### src/rtl/uart_rx_param.sv
// ---------------------------------------------------------------------------
// uart_rx_param
//   Parameterised oversampling UART receiver with a one-entry holding
//   register and valid/ready handoff to the consumer.
//
//   Each line bit is split into OVERSAMPLE ticks of DIV clocks. The bit value
//   is the majority of the three samples around mid-bit. The FSM releases the
//   line at the last stop-bit decision rather than at the bit end, so a start
//   edge that follows immediately is not missed.
//
// Ports
//   clk        in   system clock
//   rst        in   asynchronous, active-high reset
//   rx         in   asynchronous serial line, idle high
//   data       out  received word (first bit on the line lands in bit 0)
//   valid      out  data/parity_err/frame_err hold a frame
//   ready      in   consumer takes the held frame when valid && ready
//   parity_err out  parity mismatch for the held frame
//   frame_err  out  a stop bit was decided low for the held frame
//   overrun    out  one-clock pulse: frame dropped, holding register full
//   busy       out  receiver FSM is not idle
// ---------------------------------------------------------------------------
module uart_rx_param #(
    parameter int CLOCK_FREQ = 38400000,
    parameter int BAUD_RATE  = 9600,
    parameter int DATA_BITS  = 8,
    parameter int PARITY     = 0,
    parameter int STOP_BITS  = 1,
    parameter int OVERSAMPLE = 16
) (
    input  logic                 clk,
    input  logic                 rst,
    input  logic                 rx,
    output logic [DATA_BITS-1:0] data,
    output logic                 valid,
    input  logic                 ready,
    output logic                 parity_err,
    output logic                 frame_err,
    output logic                 overrun,
    output logic                 busy
);

    localparam int DIV = CLOCK_FREQ / (BAUD_RATE * OVERSAMPLE);
    localparam int TW  = (DIV > 1) ? $clog2(DIV) : 1;
    localparam int SW  = $clog2(OVERSAMPLE);

    localparam logic [TW-1:0] TICK_LAST = TW'(DIV - 1);
    localparam logic [SW-1:0] SMP_A     = SW'(OVERSAMPLE / 2 - 1);
    localparam logic [SW-1:0] SMP_B     = SW'(OVERSAMPLE / 2);
    localparam logic [SW-1:0] SMP_C     = SW'(OVERSAMPLE / 2 + 1);
    localparam logic [SW-1:0] SMP_LAST  = SW'(OVERSAMPLE - 1);
    localparam logic [3:0]    BIT_LAST  = 4'(DATA_BITS - 1);
    localparam logic          STOP_LAST = 1'(STOP_BITS - 1);

    typedef enum logic [2:0] {
        ST_IDLE,
        ST_START,
        ST_DATA,
        ST_PARITY,
        ST_STOP
    } state_t;

    // Majority vote of the three mid-bit samples.
    function automatic logic maj3(input logic a, input logic b, input logic c);
        return (a & b) | (a & c) | (b & c);
    endfunction

    // Parity bit the transmitter should have sent for word d.
    function automatic logic par_exp(input logic [DATA_BITS-1:0] d);
        return (PARITY == 1) ? ~(^d) : (^d);
    endfunction

    // Synchronizer and edge detection
    logic                 sync1_q, sync2_q, rs_prev_q;
    logic [1:0]           fill_q;
    logic                 armed_q;
    logic                 rs;

    // Receiver FSM and bit timing
    state_t               state_q;
    logic [TW-1:0]        tick_q;
    logic [SW-1:0]        samp_q;
    logic [3:0]           bit_q;
    logic                 stop_q;
    logic [1:0]           smp_q;
    logic [DATA_BITS-1:0] shift_q;
    logic                 par_err_q;
    logic                 ferr_q;

    // Holding register
    logic [DATA_BITS-1:0] data_q;
    logic                 valid_q;
    logic                 perr_out_q;
    logic                 ferr_out_q;
    logic                 ovr_q;

    logic                 start_d, tick_d, decide_d, bit_end_d, done_d;
    logic                 maj_d, ferr_d;
    logic [DATA_BITS-1:0] shift_d;

    assign rs        = sync2_q;
    // armed_q blocks a start until the line has genuinely been seen high after
    // reset; the reset value of the synchronizer does not count.
    assign start_d   = armed_q && rs_prev_q && !rs;
    assign tick_d    = (tick_q == TICK_LAST);
    assign decide_d  = tick_d && (samp_q == SMP_C);
    assign bit_end_d = tick_d && (samp_q == SMP_LAST);
    assign maj_d     = maj3(smp_q[0], smp_q[1], rs);
    assign shift_d   = {maj_d, shift_q[DATA_BITS-1:1]};
    assign ferr_d    = ferr_q | ~maj_d;
    assign done_d    = decide_d && (state_q == ST_STOP) && (stop_q == STOP_LAST);

    always_ff @(posedge clk or posedge rst) begin
        if (rst) begin
            sync1_q    <= 1'b1;
            sync2_q    <= 1'b1;
            rs_prev_q  <= 1'b1;
            fill_q     <= 2'b00;
            armed_q    <= 1'b0;
            state_q    <= ST_IDLE;
            tick_q     <= '0;
            samp_q     <= '0;
            bit_q      <= '0;
            stop_q     <= 1'b0;
            smp_q      <= 2'b11;
            shift_q    <= '0;
            par_err_q  <= 1'b0;
            ferr_q     <= 1'b0;
            data_q     <= '0;
            valid_q    <= 1'b0;
            perr_out_q <= 1'b0;
            ferr_out_q <= 1'b0;
            ovr_q      <= 1'b0;
        end else begin
            sync1_q   <= rx;
            sync2_q   <= sync1_q;
            rs_prev_q <= rs;
            // fill_q[1] marks the first clock on which sync2_q holds a real rx sample.
            fill_q    <= {fill_q[0], 1'b1};
            if (fill_q[1] && rs) begin
                armed_q <= 1'b1;
            end
            ovr_q <= 1'b0;

            // Tick and sample-position counters run only while a frame is in flight.
            if (state_q == ST_IDLE) begin
                tick_q <= '0;
                samp_q <= '0;
            end else if (tick_d) begin
                tick_q <= '0;
                samp_q <= (samp_q == SMP_LAST) ? '0 : samp_q + 1'b1;
                if (samp_q == SMP_A) smp_q[0] <= rs;
                if (samp_q == SMP_B) smp_q[1] <= rs;
            end else begin
                tick_q <= tick_q + 1'b1;
            end

            case (state_q)
                ST_IDLE: begin
                    if (start_d) begin
                        state_q   <= ST_START;
                        bit_q     <= '0;
                        stop_q    <= 1'b0;
                        par_err_q <= 1'b0;
                        ferr_q    <= 1'b0;
                    end
                end
                ST_START: begin
                    if (decide_d && maj_d) begin
                        state_q <= ST_IDLE;  // too short to be a start bit
                    end else if (bit_end_d) begin
                        state_q <= ST_DATA;
                    end
                end
                ST_DATA: begin
                    if (decide_d) begin
                        shift_q <= shift_d;
                    end
                    if (bit_end_d) begin
                        if (bit_q == BIT_LAST) begin
                            state_q <= (PARITY != 0) ? ST_PARITY : ST_STOP;
                        end else begin
                            bit_q <= bit_q + 1'b1;
                        end
                    end
                end
                ST_PARITY: begin
                    if (decide_d) begin
                        par_err_q <= (maj_d != par_exp(shift_q));
                    end
                    if (bit_end_d) begin
                        state_q <= ST_STOP;
                    end
                end
                ST_STOP: begin
                    if (decide_d) begin
                        ferr_q <= ferr_d;
                        if (stop_q == STOP_LAST) begin
                            state_q <= ST_IDLE;
                        end
                    end else if (bit_end_d) begin
                        stop_q <= 1'b1;
                    end
                end
                default: state_q <= ST_IDLE;
            endcase

            // Handoff: a finished frame is stored if the slot is free or being
            // emptied this clock; otherwise it is dropped and flagged.
            if (done_d) begin
                if (!valid_q || ready) begin
                    data_q     <= shift_q;
                    perr_out_q <= par_err_q;
                    ferr_out_q <= ferr_d;
                    valid_q    <= 1'b1;
                end else begin
                    ovr_q <= 1'b1;
                end
            end else if (valid_q && ready) begin
                valid_q <= 1'b0;
            end
        end
    end

    assign data       = data_q;
    assign valid      = valid_q;
    assign parity_err = perr_out_q;
    assign frame_err  = ferr_out_q;
    assign overrun    = ovr_q;
    assign busy       = (state_q != ST_IDLE);

endmodule

### config.mk
export PLATFORM = sky130hd
export DESIGN_NAME = uart_rx_param
export DESIGN_NICKNAME = d
export VERILOG_FILES = /design/src/rtl/uart_rx_param.sv
export SDC_FILE = /design/constraint.sdc
export NUM_CORES = 1
export LEC_CHECK = 0
export ABC_AREA = 1
export ABC_CLOCK_PERIOD_IN_PS = 1550
export BUFFER_PORTS_ARGS = -buffer_cell sky130_fd_sc_hd__buf_2
export CORE_MARGIN = 1
export CORE_UTILIZATION = 55
export CTS_BUF_LIST = sky130_fd_sc_hd__clkbuf_8
export CTS_CLUSTER_DIAMETER = 30
export CTS_CLUSTER_SIZE = 25
export DETAILED_ROUTE_END_ITERATION = 12
export PLACE_DENSITY = 0.79
export RECOVER_POWER = 50
export SLEW_MARGIN = 30
export SYNTH_ARGS = -nofsm -noshare
export SYNTH_HDL_FRONTEND = slang
export SYNTH_SLANG_ARGS = --single-unit
export TNS_END_PERCENT = 100
### constraint.sdc
create_clock -name clk -period 1.55 [get_ports clk]
set_clock_uncertainty 0.1 [all_clocks]
set_input_delay 0.2325 -clock clk [delete_from_list [all_inputs] [get_ports clk]]
set_output_delay 0.2325 -clock clk [all_outputs]
set_load 0.01 [all_outputs]
==> load_flow_metrics.sql <==
INSERT INTO impl_metrics (metric_group, metric, value, unit) VALUES
('status', 'status', 'complete, but fails checks', ''),
('sta', 'slew_worst_pin', '788', 'ps'),
('placed_design', 'pre_cts_ws', '-102', 'ps'),
('worst_setup_path', 'worst_r2r_startpoint', 'tick_q[1]$_DFF_PP0_', ''),
('job', 'drv.max_cap_violation_count', '0', ''),
('clock_tree', 'clock_sinks', '50', ''),
('routing', 'ant_nets', '0', ''),
('routing', 'via_per_inst', '5.24', ''),
('placed_design', 'postPlaceCellArea', '2880', 'um2'),
('finish', 'final_core_utilization', '0.757', ''),
('sta', 'final-hold-violation-count', '0', ''),
('sta', 'maxClockFrequency', '614', 'MHz'),
('worst_setup_path', 'crit_start', 'tick_q[1]$_DFF_PP0_', ''),
('die', 'die_area', '4860', 'um2'),
('sta', 'worst_slew_margin_rel', '0.475', ''),
('synth', 'average_instance_area_after_synthesis', '8.82', 'um2'),
('global_routing', 'largest_net_degree_at_the_start_of_global_routing', '36', ''),
('synth', 'mapped_cells', '286', ''),
('placed_design', 'globalplace.congestion', '0.950', ''),
('worst_setup_path', 'path_cells', 'inv_2, ha_4, nand3_4, inv_4, nand3_4, nor3_4, buf_4, nand2_4, nand2_1, o21ai_2', ''),
('sta', 'setup_viol_count_final', '17', ''),
('global_routing', 'first_pass_grt_wire_length', '8610', 'um'),
('power', 'total_power', '4.17', 'mW'),
('worst_setup_path', 'crit_required', '1650', 'ps'),
('die', 'chipHeight', '69.7', 'um'),
('synth', 'synth_net_count', '296', ''),
('die', 'core_region_area', '4380', 'um2'),
('die', 'die_span_x', '69.7', 'um'),
('finish', 'final_cell_area', '3320', 'um2'),
('worst_setup_path', 'critical-path-max-stage-delay', '400', 'ps'),
('routing', 'drc', '0', ''),
('placed_design', 'place.port_buffers', '16', ''),
('worst_setup_path', 'critPathMostFrequentCell', 'sky130_fd_sc_hd__nand3_4', ''),
('worst_setup_path', 'worstRegToRegCells', '10', ''),
('worst_setup_path', 'worstSetupEndpointType', 'flip-flop', ''),
('worst_setup_path', 'worstReg2RegEnd', 'data[7]$_DFFE_PP0P_', ''),
('worst_setup_path', 'critPathLaunchType', 'flip-flop', ''),
('global_routing', 'grt_antenna_before_repair', '0', ''),
('clock_tree', 'insertion_delay_to_the_later_sink_of_the_worst_skew_pair', '300', 'ps'),
('worst_setup_path', 'reg2reg_setup_slack', '-80', 'ps'),
('finish', 'layout_common_cells', '58 x sky130_fd_sc_hd__nand2_1, 45 x sky130_fd_sc_hd__dfrtp_1, 31 x sky130_fd_sc_hd__inv_1, 29 x sky130_fd_sc_hd__buf_4, 16 x sky130_fd_sc_hd__buf_2', ''),
('power', 'total_leakage_power', '1.59', 'nW'),
('finish', 'area_delta_synth_final', '31.5', '%'),
('die', 'top_level_ports', '17', ''),
('routing', 'drtIter0Drc', '124', ''),
('clock_tree', 'cts.path.max_buffers', '2', ''),
('routing', 'drt_pre_antenna_iters', '4', ''),
('power', 'max-vdd-ir-drop', '0.000683', 'V'),
('placed_design', 'hpwlAfterDp', '3330', 'um'),
('synth', 'synthesis.area', '2520', 'um2'),
('sta', 'final.min_clock_period', '1630', 'ps'),
('sta', 'min_period_over_period', '1.05', ''),
('routing', 'finalWirelength', '5320', 'um'),
('routing', 'dr_total_vias', '2095', ''),
('sta', 'setup_repair_after_global_routing_missed_its_margin', 'true', ''),
('clock_tree', 'cts_tree', 'done', ''),
('sta', 'fin_ws', '-78.7', 'ps'),
('finish', 'insertedDiodeCount', '0', ''),
('status', 'violations', 'negative setup slack', ''),
('finish', 'fraction_of_layout_instances_using_a_drive_strength_above_1', '0.385', ''),
('global_routing', 'grt-ovfl-total', '0', ''),
('synth', 'yosys.cell_types.count', '33', ''),
('power', 'power_density', '1260', 'nW/um2'),
('die', 'initial_core_util', '0.576', ''),
('clock_tree', 'htree_num_levels', '2', ''),
('global_routing', 'via_count_of_the_first_global_routing_pass', '2023', ''),
('worst_setup_path', 'setup.worst_path.class', 'reg -> reg', ''),
('synth', 'part_of_the_yosys_area_used_for_sequential_elements', '0.498', ''),
('worst_setup_path', 'critPathArrivalTime', '1720', 'ps'),
('worst_setup_path', 'critical_path.slowest_cell', 'sky130_fd_sc_hd__dfrtp_1', ''),
('min_path', 'worstHoldPathType', 'reg -> reg', '');
[cell type report]
| type | instances | area, um2 |
|---|---|---|
| fill | 287 | 1070 |
| clock buffer | 6 | 82.6 |
| clock inverter | 2 | 60.1 |
| inverter | 40 | 153 |
| timing repair buffer | 55 | 409 |
| sequential | 50 | 1260 |
| tap | 52 | 65.1 |
| multi-input combinational | 195 | 1290 |
[critical path: cells and delay by family, from the launching register on]
kind,cells,cell delay [ps]
flip-flops,1,400
adder cells (fa/ha/maj),1,150
buffers and inverters,3,320
AND/OR/NAND/NOR,5,520
AO/OA/AOI/OAI,1,50
[report_power, final]
| part | switching (mW) | internal, mW | leakage (nW) |
|---|---|---|---|
| Combinational | 0.864 | 0.654 | 0.861 |
| Clock | 0.415 | 0.688 | 0.0714 |
| Sequential | 0.115 | 1.44 | 0.659 |
[cells in the mapped netlist, drive strengths merged]
| master | n | share of area |
|---|---|---|
| nor2 | 24 | 0.051 |
| conb | 1 | 0.0015 |
| nand2 | 76 | 0.12 |
| a31oi | 1 | 0.0025 |
| nor3 | 6 | 0.016 |
| dfstp | 5 | 0.052 |
| xor2 | 6 | 0.021 |
| a21o | 1 | 0.0030 |
| dfrtp | 45 | 0.45 |
| nor3b | 1 | 0.0030 |
| ha | 6 | 0.030 |
| xnor2 | 7 | 0.024 |
| o31ai | 3 | 0.0089 |
| and3 | 1 | 0.0025 |
| o21ai | 25 | 0.061 |
| a211oi | 1 | 0.0030 |
| inv | 40 | 0.059 |
| buf | 3 | 0.0084 |
| o22ai | 3 | 0.0074 |
| a21oi | 7 | 0.014 |
| nand4 | 2 | 0.0050 |
| nand3 | 21 | 0.054 |
| or2 | 1 | 0.0025 |
[routing by layer]
metal  routed length (um)  global-route usage  vias to the layer above  part of all wire
li1                     -                   -                     1035                 -
met1                 2200               0.264                     1005              0.41
met2                 2850               0.401                       45              0.54
met3                  156              0.0480                       10             0.029
met4                  106              0.0733                        0             0.020
met5                    0                   0                        -                 0
[flip-flops by register name, indices dropped and copies added, names as in the netlist, 2 cells and up]
| register | cells |
|---|---|
| bit_q | 4 |
| fill_q | 2 |
| tick_q | 8 |
| shift_q | 8 |
| samp_q | 4 |
| smp_q | 2 |
| data | 8 |
| state_q | 3 |
[worst min path at each step]
stage,startpoint,to,slack (ps)
CTS,sync1_q$_DFF_PP1_,rs$_DFF_PP1_,260
global placement,rst,shift_q[4]$_DFFE_PP0P_,170
global route,sync1_q$_DFF_PP1_,rs$_DFF_PP1_,270
floorplan,rx,sync1_q$_DFF_PP1_,140
finish,sync1_q$_DFF_PP1_,rs$_DFF_PP1_,260
detailed placement,rst,shift_q[4]$_DFFE_PP0P_,180
[through the flow]
stage	TNS (ps)	hold WS, ps
after floorplan	-332	137
after global placement	-528	174
after detailed placement	-1240	176
after CTS	-1080	262
after global routing	-4300	270
final	-939	259
[kinds of logic (layout without fill, tap and decap cells)]
kind of cell | after synthesis | in the layout | share of synthesized area
XOR/XNOR | 13 | 13 | 0.0451
AND/OR/NAND/NOR | 132 | 134 | 0.257
flip-flops | 50 | 50 | 0.498
adder cells (fa/ha/maj) | 6 | 6 | 0.0297
buffers and inverters | 43 | 103 | 0.0679
AO/OA/AOI/OAI | 41 | 41 | 0.100
other | 1 | 1 | 0.00149
[what timing repair did]
| action | in CTS | in global routing |
|---|---|---|
| hold buffers | 2 | 0 |
| gates cloned | 2 | 1 |
| hold endpoints to repair | 46 | 0 |
| pin swaps | 5 | 7 |
| gates resized for setup | 16 | 39 |
| setup endpoints to repair | 21 | 45 |
| buffers inserted | 7 | 4 |
Note: power is estimated with default switching activity, not from simulation.
